**config.mk**
```make
export PLATFORM = sky130hd
export DESIGN_NAME = game_step_ctrl
export DESIGN_NICKNAME = d
export VERILOG_FILES = /design/src/rtl/game_step_ctrl.sv
export SDC_FILE = /design/constraint.sdc
export NUM_CORES = 1
export LEC_CHECK = 0
export BUFFER_PORTS_ARGS = -buffer_cell sky130_fd_sc_hd__buf_4
export CAP_MARGIN = 20
export CORE_MARGIN = 8
export CORE_UTILIZATION = 60
export DETAILED_ROUTE_END_ITERATION = 6
export MAX_ROUTING_LAYER = met4
export PLACE_DENSITY_LB_ADDON = 0.15
export SLEW_MARGIN = 30
export SYNTH_ARGS = -nofsm -noshare
export SYNTH_HDL_FRONTEND = slang
export SYNTH_SLANG_ARGS = --single-unit
```
**constraint.sdc**
```tcl
create_clock -name clk -period 5.15 [get_ports clk]
set_input_delay 0.515 -clock clk [delete_from_list [all_inputs] [get_ports clk]]
set_output_delay 0.515 -clock clk [all_outputs]
set_load 0.03 [all_outputs]
```
**src/rtl/game_step_ctrl.sv**
```systemverilog
// +----------------------------------------------------------------------------+
// | game_step_ctrl : live Sokoban state, paced walk toward a clicked cell,     |
// |                  level load, step counter, circular undo, win detection.   |
// | Revision       : 1.0                                                        |
// +----------------------------------------------------------------------------+
`default_nettype none

module game_step_ctrl #(
  parameter int STEP_CYCLES = 2500000,
  parameter int CNT_W       = 22,
  parameter int UNDO_DEPTH  = 4
) (
  input  logic         clk,
  input  logic         rst_n,
  input  logic         load,
  input  logic [133:0] level_state,
  input  logic [63:0]  level_target,
  input  logic         click,
  input  logic [5:0]   cursor,
  input  logic         undo,
  input  logic [133:0] mv_state_next,
  input  logic         mv_result,
  input  logic [1:0]   mv_direction,
  output logic [133:0] game_state,
  output logic [5:0]   goal,
  output logic         busy,
  output logic         win,
  output logic [15:0]  step_count,
  output logic [1:0]   direction,
  output logic         step_pulse
);

  localparam int PTR_W  = (UNDO_DEPTH > 1) ? $clog2(UNDO_DEPTH) : 1;
  localparam int HCNT_W = $clog2(UNDO_DEPTH + 1);
  localparam logic [CNT_W-1:0]  PACE_RELOAD = CNT_W'(STEP_CYCLES - 1);
  localparam logic [PTR_W-1:0]  PTR_LAST    = PTR_W'(UNDO_DEPTH - 1);
  localparam logic [HCNT_W-1:0] HIST_FULL   = HCNT_W'(UNDO_DEPTH);

  typedef enum logic [1:0] {
    S_IDLE = 2'd0,
    S_WALK = 2'd1,
    S_WAIT = 2'd2,
    S_WON  = 2'd3
  } state_e;

  state_e              state_q, state_d;
  logic [133:0]        game_state_q, game_state_d;
  logic [63:0]         targets_q, targets_d;
  logic [5:0]          goal_q, goal_d;
  logic [15:0]         step_count_q, step_count_d;
  logic [1:0]          direction_q, direction_d;
  logic                step_pulse_q, step_pulse_d;
  logic                busy_q, busy_d;
  logic                win_q, win_d;
  logic [CNT_W-1:0]    pace_q, pace_d;
  logic [133:0]        hist_q [UNDO_DEPTH];
  logic [133:0]        hist_d [UNDO_DEPTH];
  logic [PTR_W-1:0]    hist_ptr_q, hist_ptr_d;
  logic [HCNT_W-1:0]   hist_cnt_q, hist_cnt_d;

  logic                win_cond;
  logic                hist_empty;
  logic [PTR_W-1:0]    ptr_next;
  logic [PTR_W-1:0]    ptr_prev;

  assign win_cond   = (game_state_q[69:6] == targets_q) && (targets_q != 64'd0);
  assign hist_empty = (hist_cnt_q == '0);
  // hist_ptr points at the next free slot; the newest entry sits just behind it
  assign ptr_next   = (hist_ptr_q == PTR_LAST) ? '0 : hist_ptr_q + PTR_W'(1);
  assign ptr_prev   = (hist_ptr_q == '0) ? PTR_LAST : hist_ptr_q - PTR_W'(1);

  always_comb begin
    state_d      = state_q;
    game_state_d = game_state_q;
    targets_d    = targets_q;
    goal_d       = goal_q;
    step_count_d = step_count_q;
    direction_d  = direction_q;
    step_pulse_d = 1'b0;
    pace_d       = pace_q;
    hist_d       = hist_q;
    hist_ptr_d   = hist_ptr_q;
    hist_cnt_d   = hist_cnt_q;

    if (load) begin
      game_state_d = level_state;
      targets_d    = level_target;
      step_count_d = 16'd0;
      hist_ptr_d   = '0;
      hist_cnt_d   = '0;
      pace_d       = '0;
      state_d      = S_IDLE;
    end else begin
      case (state_q)
        S_IDLE, S_WON: begin
          if (undo) begin
            if (!hist_empty) begin
              game_state_d = hist_q[ptr_prev];
              hist_ptr_d   = ptr_prev;
              hist_cnt_d   = hist_cnt_q - HCNT_W'(1);
              step_count_d = (step_count_q == 16'd0) ? 16'd0 : step_count_q - 16'd1;
              state_d      = S_IDLE;
            end
          end else if (click && (state_q == S_IDLE) && (cursor != game_state_q[5:0])) begin
            goal_d  = cursor;
            state_d = S_WALK;
          end
        end
        S_WALK: begin
          if (mv_result) begin
            game_state_d         = mv_state_next;
            hist_d[hist_ptr_q]   = game_state_q;
            hist_ptr_d           = ptr_next;
            hist_cnt_d           = (hist_cnt_q == HIST_FULL) ? hist_cnt_q : hist_cnt_q + HCNT_W'(1);
            step_count_d         = (step_count_q == 16'hFFFF) ? step_count_q : step_count_q + 16'd1;
            direction_d          = mv_direction;
            step_pulse_d         = 1'b1;
            pace_d               = PACE_RELOAD;
            state_d              = S_WAIT;
          end else begin
            state_d = S_IDLE;
          end
        end
        S_WAIT: begin
          if (pace_q != '0) begin
            pace_d = pace_q - CNT_W'(1);
          end else if (win_cond) begin
            state_d = S_WON;
          end else if (game_state_q[5:0] == goal_q) begin
            state_d = S_IDLE;
          end else begin
            state_d = S_WALK;
          end
        end
        default: state_d = S_IDLE;
      endcase
    end

    busy_d = (state_d == S_WALK) || (state_d == S_WAIT);
    win_d  = (state_d == S_WON);
  end

  always_ff @(posedge clk or negedge rst_n) begin
    if (!rst_n) begin
      state_q      <= S_IDLE;
      game_state_q <= '0;
      targets_q    <= '0;
      goal_q       <= '0;
      step_count_q <= '0;
      direction_q  <= '0;
      step_pulse_q <= 1'b0;
      busy_q       <= 1'b0;
      win_q        <= 1'b0;
      pace_q       <= '0;
      hist_ptr_q   <= '0;
      hist_cnt_q   <= '0;
      for (int i = 0; i < UNDO_DEPTH; i++) begin
        hist_q[i] <= '0;
      end
    end else begin
      state_q      <= state_d;
      game_state_q <= game_state_d;
      targets_q    <= targets_d;
      goal_q       <= goal_d;
      step_count_q <= step_count_d;
      direction_q  <= direction_d;
      step_pulse_q <= step_pulse_d;
      busy_q       <= busy_d;
      win_q        <= win_d;
      pace_q       <= pace_d;
      hist_ptr_q   <= hist_ptr_d;
      hist_cnt_q   <= hist_cnt_d;
      for (int i = 0; i < UNDO_DEPTH; i++) begin
        hist_q[i] <= hist_d[i];
      end
    end
  end

  assign game_state = game_state_q;
  assign goal       = goal_q;
  assign busy       = busy_q;
  assign win        = win_q;
  assign step_count = step_count_q;
  assign direction  = direction_q;
  assign step_pulse = step_pulse_q;

endmodule

`default_nettype wire

```
# Word-level counts from Yosys, hierarchy flattened
# Index checks and enable logic that the tools add are counted.
# word_totals
register_bits	790
in_bits	346
out_inout_bits	161
word_cells	115
# classes
addsub	7
magnitude_cmp	3
eq_ne	18
n_mux	47
bitwise_logic	4
n_reduce_logical	20
# ops
op	count
2-to-1 mux 134 bit	7
bitwise mux 536 bit	1
binary-select mux 134 bit (select 2 bit)	1
demux 134 bit (select 2 bit)	1
case mux 134 bit (2 select lines)	1
2-to-1 mux 16 bit	6
2-to-1 mux 22 bit	3
== test 64 bit	1
nonzero test 64 bit	1
case mux 22 bit (2 select lines)	1
case mux 16 bit (2 select lines)	1
2-to-1 mux 2 bit	13
nonzero test 22 bit	1
subtractor 22 x 1 -> 22 bit (second input constant)	1
inequality test 3 bit (second input constant)	6
adder 16 x 1 -> 16 bit (second input constant)	1
== test 16 bit (second input constant)	1
zero test 16 bit	1
subtractor 16 x 1 -> 16 bit (second input constant)	1
2-to-1 mux 3 bit	5
== test 2 bit (second input constant)	5
AND reduction 5 bit	2
AND reduction 4 bit	2
== test 6 bit	1
22 further kinds	35

# Longest topological paths before layout
# Gate-level depths: netlist of the first run.
# depth
depth_word	10
mapped_depth	12

# Worst setup path after synthesis of the first run
# No wires, ideal clock.
# synth_path
kind	register -> register
start	reg step_count_q[10], in the netlist step_count[10]
end	reg step_count_q[11], in the netlist step_count[11]
setup_time_ps	139
arrival_ps	2257
t_required_ps	5011
setup_slack_ps	2754
stages_incl_launch_ff	9
n_path_buf	2
synth_period_minus_slack_ps	2396
cell_sequence	dfrtp_1 > buf_6 > or4_4 > or3_4 > o41ai_4 > inv_1 > nand3_2 > buf_8 > o31ai_1
# synth_between
elab_chain_cells	6
word_cells_on_any_way	13
classes_between	add/sub (2); eq/ne (2); mux (7); reduce/logical (2)
# synth_rtl
item	line	source
from (decl)	50	logic [15:0] step_count_q, step_count_d;
from (signal assigned)	165	step_count_q <= step_count_d;
subtractor 16 x 1 -> 16 bit or zero test 16 bit (tied branches)	101	step_count_d = (step_count_q == 16'd0) ? 16'd0 : step_count_q - 16'd1;
2-to-1 mux 16 bit	101	
2-to-1 mux 16 bit	97	if (!hist_empty) begin
2-to-1 mux 16 bit	96	if (undo) begin
case mux 16 bit (2 select lines)	94	case (state_q)
2-to-1 mux 16 bit	85	if (load) begin
# Several ways; a longest one is shown, not always the timed one. The select of a mux whose other input is x is not followed.
# A chain may end at the register's enable or synchronous reset.

# Final worst setup path of the first run
# layout_path
start	reg state_q[1]
end	reg pace_q[10]
# layout_between
elab_chain_cells	3
word_cells_on_any_way	8
classes_between	eq/ne (4); mux (2); reduce/logical (2)
# layout_rtl
item	line	source
from (decl)	46	state_e state_q, state_d;
from (signal assigned)	161	state_q <= state_d;
== test 2 bit or == test 2 x 1 -> 1 bit (tied branches)	94	
inequality test 3 bit (no line), or another cell as far along	n/a	
AND reduction 3 bit (no line) or 2-to-1 mux 22 bit (tied branches)	n/a	
to (signal assigned)	170	pace_q <= pace_d;
to (decl)	55	logic [CNT_W-1:0] pace_q, pace_d;
# Several ways; a longest one is shown, not always the timed one.

==> impl_metrics.yaml, run 1 <==
global_route:
  grtUsageTotal_pct: 29.8
  grt_start_max_net_pins: 154
  antenna_found_initial: 1
  grt_pass1_wl_um: 161000
  grt-ovfl-total: 0
  grt_pass1_vias: 28200
route:
  met1_length_um: 41400
  drt_iter0_drc: 2204
  drt_first_pass_iters: 5
  met3_length_um: 5850
  routed_wl_um: 102000
  wl_per_cell_um: 24.1
  drc: 0
  routed.top_layer: "met4"
  antenna_left: 0
  viasPerCell: 6.19
  wl_met2_um: 51000
  via_count: 26200
yosys:
  synth_nets: 3330
  synth_edf_count: 0
  synth_commonest_cells: "dfrtp_1 (790), mux2_2 (607), nand2_1 (424)"
  synthTopCellsByArea: "dfrtp_1 (54%), mux2_2 (19%), mux4_2 (8.2%)"
  syn_inst: 2970
  ys_async_sr_fraction_pct: 100
  synth_area_um2: 36900
  post-synth-top-count-cell: "dfrtp_1"
  yosysWarnings: 0
  synth_ff_type: "dfrtp_1"
  synth-seq-cells: 790
  avgSynthCellArea_um2: 12.4
  synth_top_area_share_pct: 53.5
  yosysSeqAreaShare_pct: 53.5
  ys_types: 64
  yosysTopAreaCell: "dfrtp_1"
sta:
  timing_hold_violations_final: 0
  layout_setup_ws_ps: 1750
  tightest_slew_ps: 994
  finalCritPeriodShare_pct: 66.1
  setup-violations-final: 0
  finClkSkew_ps: 21.4
  setup_tns_ps: 0
  rsz0062_at_grt: "false"
  slew_headroom_pct: 33.7
  fmaxAchievable_ghz: 0.294
  fin_crit_ps: 3400
  final_max_slew_viol_count: 0
worst_setup_path:
  startpoint_type: "register"
  cp-startpoint: "state_q[1]"
  reg2regPathDepth: 7
  rr_startpoint: "state_q[1]"
  reg2reg_to: "pace_q[10]"
  cp_slowest_stage_delay_ps: 630
  worst_path_max_delay_cell: "buf_4"
  critPathRequiredTime_ps: 5640
  cp.arrival_ps: 3890
  end_kind: "register"
  endpoint: "pace_q[10]"
  crit_type: "register to register"
  path_cells: "inv_1 -> ha_4 -> buf_4 -> o21ai_1 -> nor2_2 -> mux2_2 -> o311a_1"
  worst-path-max-fanout: 52
  r2r_slack_ps: 1750
finish:
  drive_gt1_share_pct: 41.5
  post-route-util_pct: 72.0
  fin_cells: 4231
  areaGrowthSynthToFinish_pct: 19.4
  layout.area.seq_um2: 19800
  final_nets: 3741
  fill_cells: 4148
  multiInputGateArea_um2: 16300
status:
  outcome: "finished clean"
placement:
  portBuffers: 506
  dp_hpwl_um: 67200
  dp_cells: 4085
  gp_congestion: 0.859
  place_ws_ps: 1870
pwr:
  power.density_nw_per_um2: 554
  vdd_drop_max_mv: 0.327
  power_uw: 24400
  leakagePower_uw: 0.0205
floorplanning:
  initial_core_util_pct: 60.3
  io_pins: 507
  die_y_um: 264
  die_area_um2: 69700
  rows: 91
  core_area_um2: 61300
  fp.dieW_um: 264
clock_network:
  h-tree-depth: 3
  cts-root-buf: "clkbuf_16"
  cts-buffers-inserted: 83
  insertion_delay_ps: 620
  cts_tree: "yes"
  clk_path_buf_depth: 3
  ctsResizeCount: 0
  clkSinkCount: 790
  clkTransAtPathRegs_ps: 60
run:
  drv_cap: 0
hold_path:
  hp-class: "input port to register"
-- state kept, by name, indices dropped and copies added, names as in the netlist, 3 cells and up --
signal and flops:
pace_q 22, game_state 134, goal 6, hist_cnt_q 3
step_count 16, hist_q 536, targets_q 64
-- per-stage QoR --
stage	cell area [um^2]	hold slack (ps)
floorplan	36900	219
global placement	41300	481
detailed placement	41300	487
CTS	44100	71.7
global route	44100	81.4
finish	44100	100
-- repair_timing --
action,CTS,global route
setup buffers,0,0
hold buffers,1,0
endpoints found under the hold margin,38,0
-- placed cells by master (no fill, tap or decap), types with 3 or more instances in the layout --
cell	count
dfrtp_1	790
mux2_2	607
buf_4	515
nand2_1	420
o21ai_0	289
nand3_1	151
mux4_2	134
clkbuf_16	87
xor2_1	75
nor4_1	45
nor2_1	34
clkbuf_8	20
nor3_1	19
a21oi_1	17
inv_1	16
nand4_1	15
clkbuf_1	15
o31ai_1	14
o21ai_1	14
clkinv_2	13
buf_12	13
ha_1	11
nand2b_1	9
xnor2_1	9
and3_1	8
a211oi_1	6
mux2_1	6
bufinv_16	6
nor2b_1	5
o311a_1	5
a311oi_1	5
nand4b_1	4
or3_1	4
a31oi_1	4
or4_1	3
nand2_4	3
buf_6	3
-- cell type report --
class / count / area share (%)
flip-flops and latches: 790 / 44.8
repair buffers: 534 / 9.53
clock inverters: 22 / 0.610
inverters: 19 / 0.167
multi-input cells: 1953 / 36.9
clock buffers: 122 / 5.69
diodes: 1 / 0.00568
well taps: 790 / 2.24
-- layer usage --
layer	track usage (%)	vias to the layer above
li1	-	11500
met1	37.5	13600
met2	49.1	917
met3	4.92	203
met4	10.3	0
met5	-	-
-- power breakdown --
group          switching (uW)  total [uW]  internal, uW
Clock                    2420        6080          3660
Combinational            4450        8120          3670
Sequential               1970       10200          8260
-- cell families (layout without fill, tap and decap cells) --
family	count (synthesis)	count (layout)	share of synthesized area, %
adders and majority gates	14	14	0.495
muxes	747	747	26.9
and+or+nand+nor	739	739	9.07
xor gates and xnor gates	84	84	1.99
buffers and inverters	227	697	2.57
DFF	790	790	53.5
AOI/OAI and AO/OA	369	369	5.46
other	0	1	0
-- worst max-delay path, delay by kind of cell (launching register included) --
family	cells	cell delay, ps
buffers and inverters	2	770
AND/OR/NAND/NOR	1	610
adder cells (fa/ha/maj)	1	560
AO/OA/AOI/OAI	2	450
flip-flops	1	400
multiplexers	1	400
-- how the worst min path moves through the flow --
stage | slack, ps | endpoint | startpoint | cells past startpoint
after floorplan | 220 | busy | rst_n | 0
after global placement | 480 | hist_q[496] | hist_q[496] | 1
after detailed placement | 490 | hist_q[370] | hist_q[370] | 1
after CTS | 70 | game_state[39] | level_state[39] | 3
after global routing | 80 | game_state[33] | level_state[33] | 3
final | 100 | game_state[33] | level_state[33] | 3
No activity file was read; power rests on OpenSTA's default activity.
==> inputs of run 2 (changes only) <==
CORE_UTILIZATION = 52   (was 60)
clock period = 3 ns   (was 5.15 ns; I/O delays follow)
==> impl_metrics.yaml, run 2 (synthesized netlist as in run 1, its figures left out) <==
finish:
  areaGrowthSynthToFinish_pct: 27.6
  layout.area.seq_um2: 19800
  final_nets: 4016
  largest_register_ffs: 536
  top_register: "hist_q"
  drive_gt1_share_pct: 40.2
  final_common_cell: "dfrtp_1"
  multiInputGateArea_um2: 16300
  final_cell_mix: "dfrtp_1 (790), mux2_2 (607), buf_4 (566)"
  fill_cells: 5049
global_route:
  grt_pass1_wl_um: 174000
  grt-ovfl-total: 0
  grt_pass1_vias: 30000
  antenna_found_initial: 4
  grt_start_max_net_pins: 211
  grtUsageTotal_pct: 28.8
clock_network:
  clkTransAtPathRegs_ps: 60
  cts-root-buf: "clkbuf_16"
  cts_tree: "yes"
  insertion_delay_ps: 620
  clkSinkCount: 790
  h-tree-depth: 3
  clk_path_buf_depth: 3
  cts-buffers-inserted: 84
  ctsResizeCount: 0
route:
  viasPerCell: 5.91
  routed_wl_um: 112000
  drc: 0
  via_count: 27600
  antenna_left: 0
  wl_per_cell_um: 24.0
  drt_first_pass_iters: 5
  drt_iter0_drc: 1983
sta:
  setup_tns_ps: 0
  fin_crit_ps: 2850
  tightest_slew_ps: 940
  final_max_slew_viol_count: 0
  finalCritPeriodShare_pct: 95.1
  hold_slack_ps: 72.7
  slew_headroom_pct: 37.3
  timing_hold_violations_final: 0
  rsz0062_at_grt: "false"
  fmaxAchievable_ghz: 0.350
  setup-violations-final: 0
  finClkSkew_ps: 23.1
placement:
  portBuffers: 506
  dp_hpwl_um: 74500
  gp_congestion: 0.882
pwr:
  swShare_pct: 36.4
  clock_power_share_pct: 24.5
  power_uw: 42800
  vdd_drop_max_mv: 0.570
  leakagePower_uw: 0.0218
  power.density_nw_per_um2: 908
  cell_internal_pwr_uw: 27200
  p_seq_share_pct: 40.8
  p_sw_uw: 15600
  p_comb_share_pct: 34.7
floorplanning:
  initial_core_util_pct: 52.6
  rows: 97
  core_area_um2: 70100
  fp.dieW_um: 282
  die_y_um: 282
  die_area_um2: 79800
  io_pins: 507
run:
  drv_cap: 0
worst_setup_path:
  critPathRequiredTime_ps: 3490
  worst_path_max_delay_cell: "nor4_1"
  crit_type: "register to register"
  cp.arrival_ps: 3340
  startpoint_type: "register"
  critPathMostFrequentCell: "nand4_1"
  end_kind: "register"
  path_cells: "xor2_1 -> nor4_1 -> nand4_1 -> nor3_1 -> buf_4 -> nand4_1 -> a221oi_1 -> ha_1"
  worst-path-max-fanout: 7
  cp_slowest_stage_delay_ps: 590
hold_path:
  hp-class: "input port to register"
status:
  outcome: "finished clean"
run 2: cell types whose count changed in the layout (fill, tap and decap cells not counted), sizes merged:
cell,before,now
buf,533,601
bufinv,6,5
clkbuf,122,127
clkinv,14,15
clkinvlp,2,4
diode,1,4
dlygate4sd3,1,207
run 2: routing by layer:
layer | routed length (um) | GRT usage (%) | vias to the layer above
met5 | 0 | - | -
met4 | 4920 | 12.4 | 0
met3 | 6310 | 4.68 | 272
met2 | 55000 | 46.5 | 952
met1 | 45600 | 36.0 | 14300
li1 | - | - | 12100
run 2: worst paths after layout:
check	from	to	slack [ps]	cells after the start
setup reg to reg	game_state[59]	busy	150	8
hold reg to reg	hist_q[526]	hist_q[526]	500	1
max in group asynchronous	rst_n	hist_q[345]	1550	3
setup / recovery	game_state[59]	busy	150	8
hold / removal	mv_state_next[55]	game_state[55]	70	5
min in group asynchronous	rst_n	step_count[11]	280	2
run 2: critical path, delay by kind of cell (launching register included):
kind,cells,cell delay (ps)
compound gates,1,360
xor+xnor,1,240
fa+ha+maj,1,290
buf+inv,1,180
flops,1,510
simple gates,4,1130
run 2: cell type report:
| type | instances | area share, % |
|---|---|---|
| Clock buffer | 127 | 5.37 |
| Clock inverter | 24 | 0.550 |
| Tap cell | 940 | 2.50 |
| Antenna cell | 4 | 0.0212 |
| Multi-Input combinational cell | 1953 | 34.5 |
| Sequential cell | 790 | 42.0 |
| Inverter | 19 | 0.157 |
| Timing Repair Buffer | 808 | 14.9 |
run 2: timing repair:
item	4_1_cts	5_1_grt
endpoints found under the hold margin	260	0
setup buffers	0	0
hold buffers	207	0
run 2: stage by stage:
stage          cells  utilization (%)  setup WS (ps)  instance area (um^2)
5_1_grt         4665             67.2           7.90                 47100
3_5_place_dp    4302             60.2            229                 42200
6_report        4665             67.2            146                 47100
3_3_place_gp    4302             60.2            249                 42200
2_1_floorplan   2970                -            604                 36900
4_1_cts         4660             67.1            204                 47100
run 2: power groups by stage:
stage	Sequential, uW	Clock (uW)	Combinational [uW]
after floorplan	17800	0	8310
after global placement	17200	0	14200
after detailed placement	17600	0	14600
after CTS	17400	10700	14900
after global routing	17900	11100	16000
final	17400	10500	14900
==> inputs of run 3 (changes only) <==
CORE_MARGIN = default   (was 8)
clock period = 2.3 ns   (was 3 ns; I/O delays follow)
==> impl_metrics.yaml, run 3 (synthesized netlist as in run 1, its figures left out) <==
status:
  outcome: "finished, violations left"
  violations: "negative setup slack"
finish:
  largest_register_ffs: 536
  areaGrowthSynthToFinish_pct: 36.4
  drive_gt1_share_pct: 45.2
  final_cell_mix: "dfrtp_1 (785), buf_4 (700), mux2_2 (607)"
  final_nets: 4276
  post-route-util_pct: 71.8
  top_register: "hist_q"
  final_cell_area_um2: 50400
  final_common_cell: "dfrtp_1"
  antenna_cells: 0
route:
  antenna_left: 0
  drt_iter0_drc: 2346
  routed_wl_um: 118000
  wl_per_cell_um: 23.9
  via_count: 28900
  drt_first_pass_iters: 6
  drc: 0
  viasPerCell: 5.88
floorplanning:
  fp.dieW_um: 268
  core_area_um2: 70100
  initial_core_util_pct: 52.6
  io_pins: 507
  die_y_um: 268
  rows: 97
  die_area_um2: 72100
worst_setup_path:
  critPathRequiredTime_ps: 2810
  crit_type: "register to register"
  reg2regPathDepth: 7
  path_cells: "or4_4 -> or3_4 -> o41ai_4 -> buf_6 -> a211oi_1 -> o21ai_1 -> o31ai_1"
  cp_slowest_stage_delay_ps: 540
  end_kind: "register"
  startpoint_type: "register"
  r2r_slack_ps: -80
  worst_path_max_delay_cell: "or4_4"
  cp.arrival_ps: 2880
  reg2reg_to: "step_count[12]"
  rr_startpoint: "step_count[12]"
  worst-path-max-fanout: 8
clock_network:
  cts-root-buf: "clkbuf_16"
  h-tree-depth: 3
  clk_path_buf_depth: 3
  clkTransAtPathRegs_ps: 60
  clkSinkCount: 790
  cts_tree: "yes"
  cts-buffers-inserted: 84
  insertion_delay_ps: 640
pwr:
  power_uw: 59400
  power.density_nw_per_um2: 1180
  vdd_drop_max_mv: 0.765
  leakagePower_uw: 0.0233
placement:
  place_ws_ps: -269
  portBuffers: 506
  dp_hpwl_um: 76200
  gp_congestion: 0.931
  placed_area_um2: 43600
sta:
  fmaxAchievable_ghz: 0.421
  tightest_slew_ps: 837
  layout_setup_ws_ps: -77.0
  rsz0062_at_grt: "true"
  final_max_slew_viol_count: 0
  setup-violations-final: 19
  slew_headroom_pct: 44.2
  timing_hold_violations_final: 0
  finalCritPeriodShare_pct: 103
  fin_crit_ps: 2380
  hold_slack_ps: 19.2
  finClkSkew_ps: 20.6
global_route:
  grt_start_max_net_pins: 165
  grt_pass1_wl_um: 175000
  grtUsageTotal_pct: 33.0
  grt-ovfl-total: 0
  antenna_found_initial: 1
  grt_pass1_vias: 29800
hold_path:
  hp-class: "input port to register"
  hold_start: "mv_state_next[101]"
  holdPathEnd: "game_state[101]"
  whs_path_depth: 5
run:
  drv_cap: 0
run 3: cell count changes in the layout (fill, tap and decap cells not counted), sizes merged, moves of 2 or more:
cell	before	now
diode	4	0
buf	601	783
dlygate4sd3	207	274
inv	19	21
clkinv	15	19
bufinv	5	9
run 3: area by class of cell:
cell class,count,area (um^2)
Sequential cell,790,19800
Clock buffer,116,2440
Timing Repair Buffer,1067,9790
Inverter,19,73.8
Clock inverter,34,439
Tap cell,940,1180
Multi-Input combinational cell,1954,16700
Fill cell,4696,19800
run 3: stage by stage:
| stage | cells | TNS [ps] |
|---|---|---|
| floorplan | 2970 | -4110 |
| global placement | 4452 | -454 |
| detailed placement | 4452 | -1560 |
| CTS | 4889 | -57.8 |
| global route | 4920 | -4130 |
| finish | 4920 | -401 |
run 3: power by group:
group / switching, uW / leakage (uW) / internal (uW)
sequential: 3520 / 0.0103 / 18500
combinational: 12400 / 0.0116 / 10800
clock: 5740 / 0.00142 / 8440
total: 21600 / 0.0233 / 37700
run 3: critical path, delay by kind of cell, from the launching register on:
kind	cells	cell delay, ps
AOI/OAI and AO/OA	4	750
buffers and inverters	1	220
DFF	1	400
and+or+nand+nor	2	900
run 3: how the worst max path moves through the flow:
stage	slack, ps	cells after the start	to	start
after global routing	-160	7	step_count[12]	step_count[12]
after CTS	-60	9	busy	game_state[42]
final	-80	7	step_count[12]	step_count[12]
after detailed placement	-270	9	busy	game_state[32]
after global placement	-190	9	busy	game_state[32]
after floorplan	-90	7	step_count[7]	step_count[10]
run 3: routing by layer:
metal	wire, um	vias up	track usage (%)
met5	0	-	-
met4	4110	0	11.4
met3	8110	263	5.67
met2	57600	1241	52.1
met1	47700	14800	43.4
li1	-	12600	-
run 3: timing repair:
item                                    4_1_cts  5_1_grt
gates resized for setup                      20      232
hold buffers                                273        1
hold endpoints to repair                    242        1
buffers inserted                             12       23
endpoints found under the setup margin       56      242
cloned                                        2       11
pin swaps                                     2       52
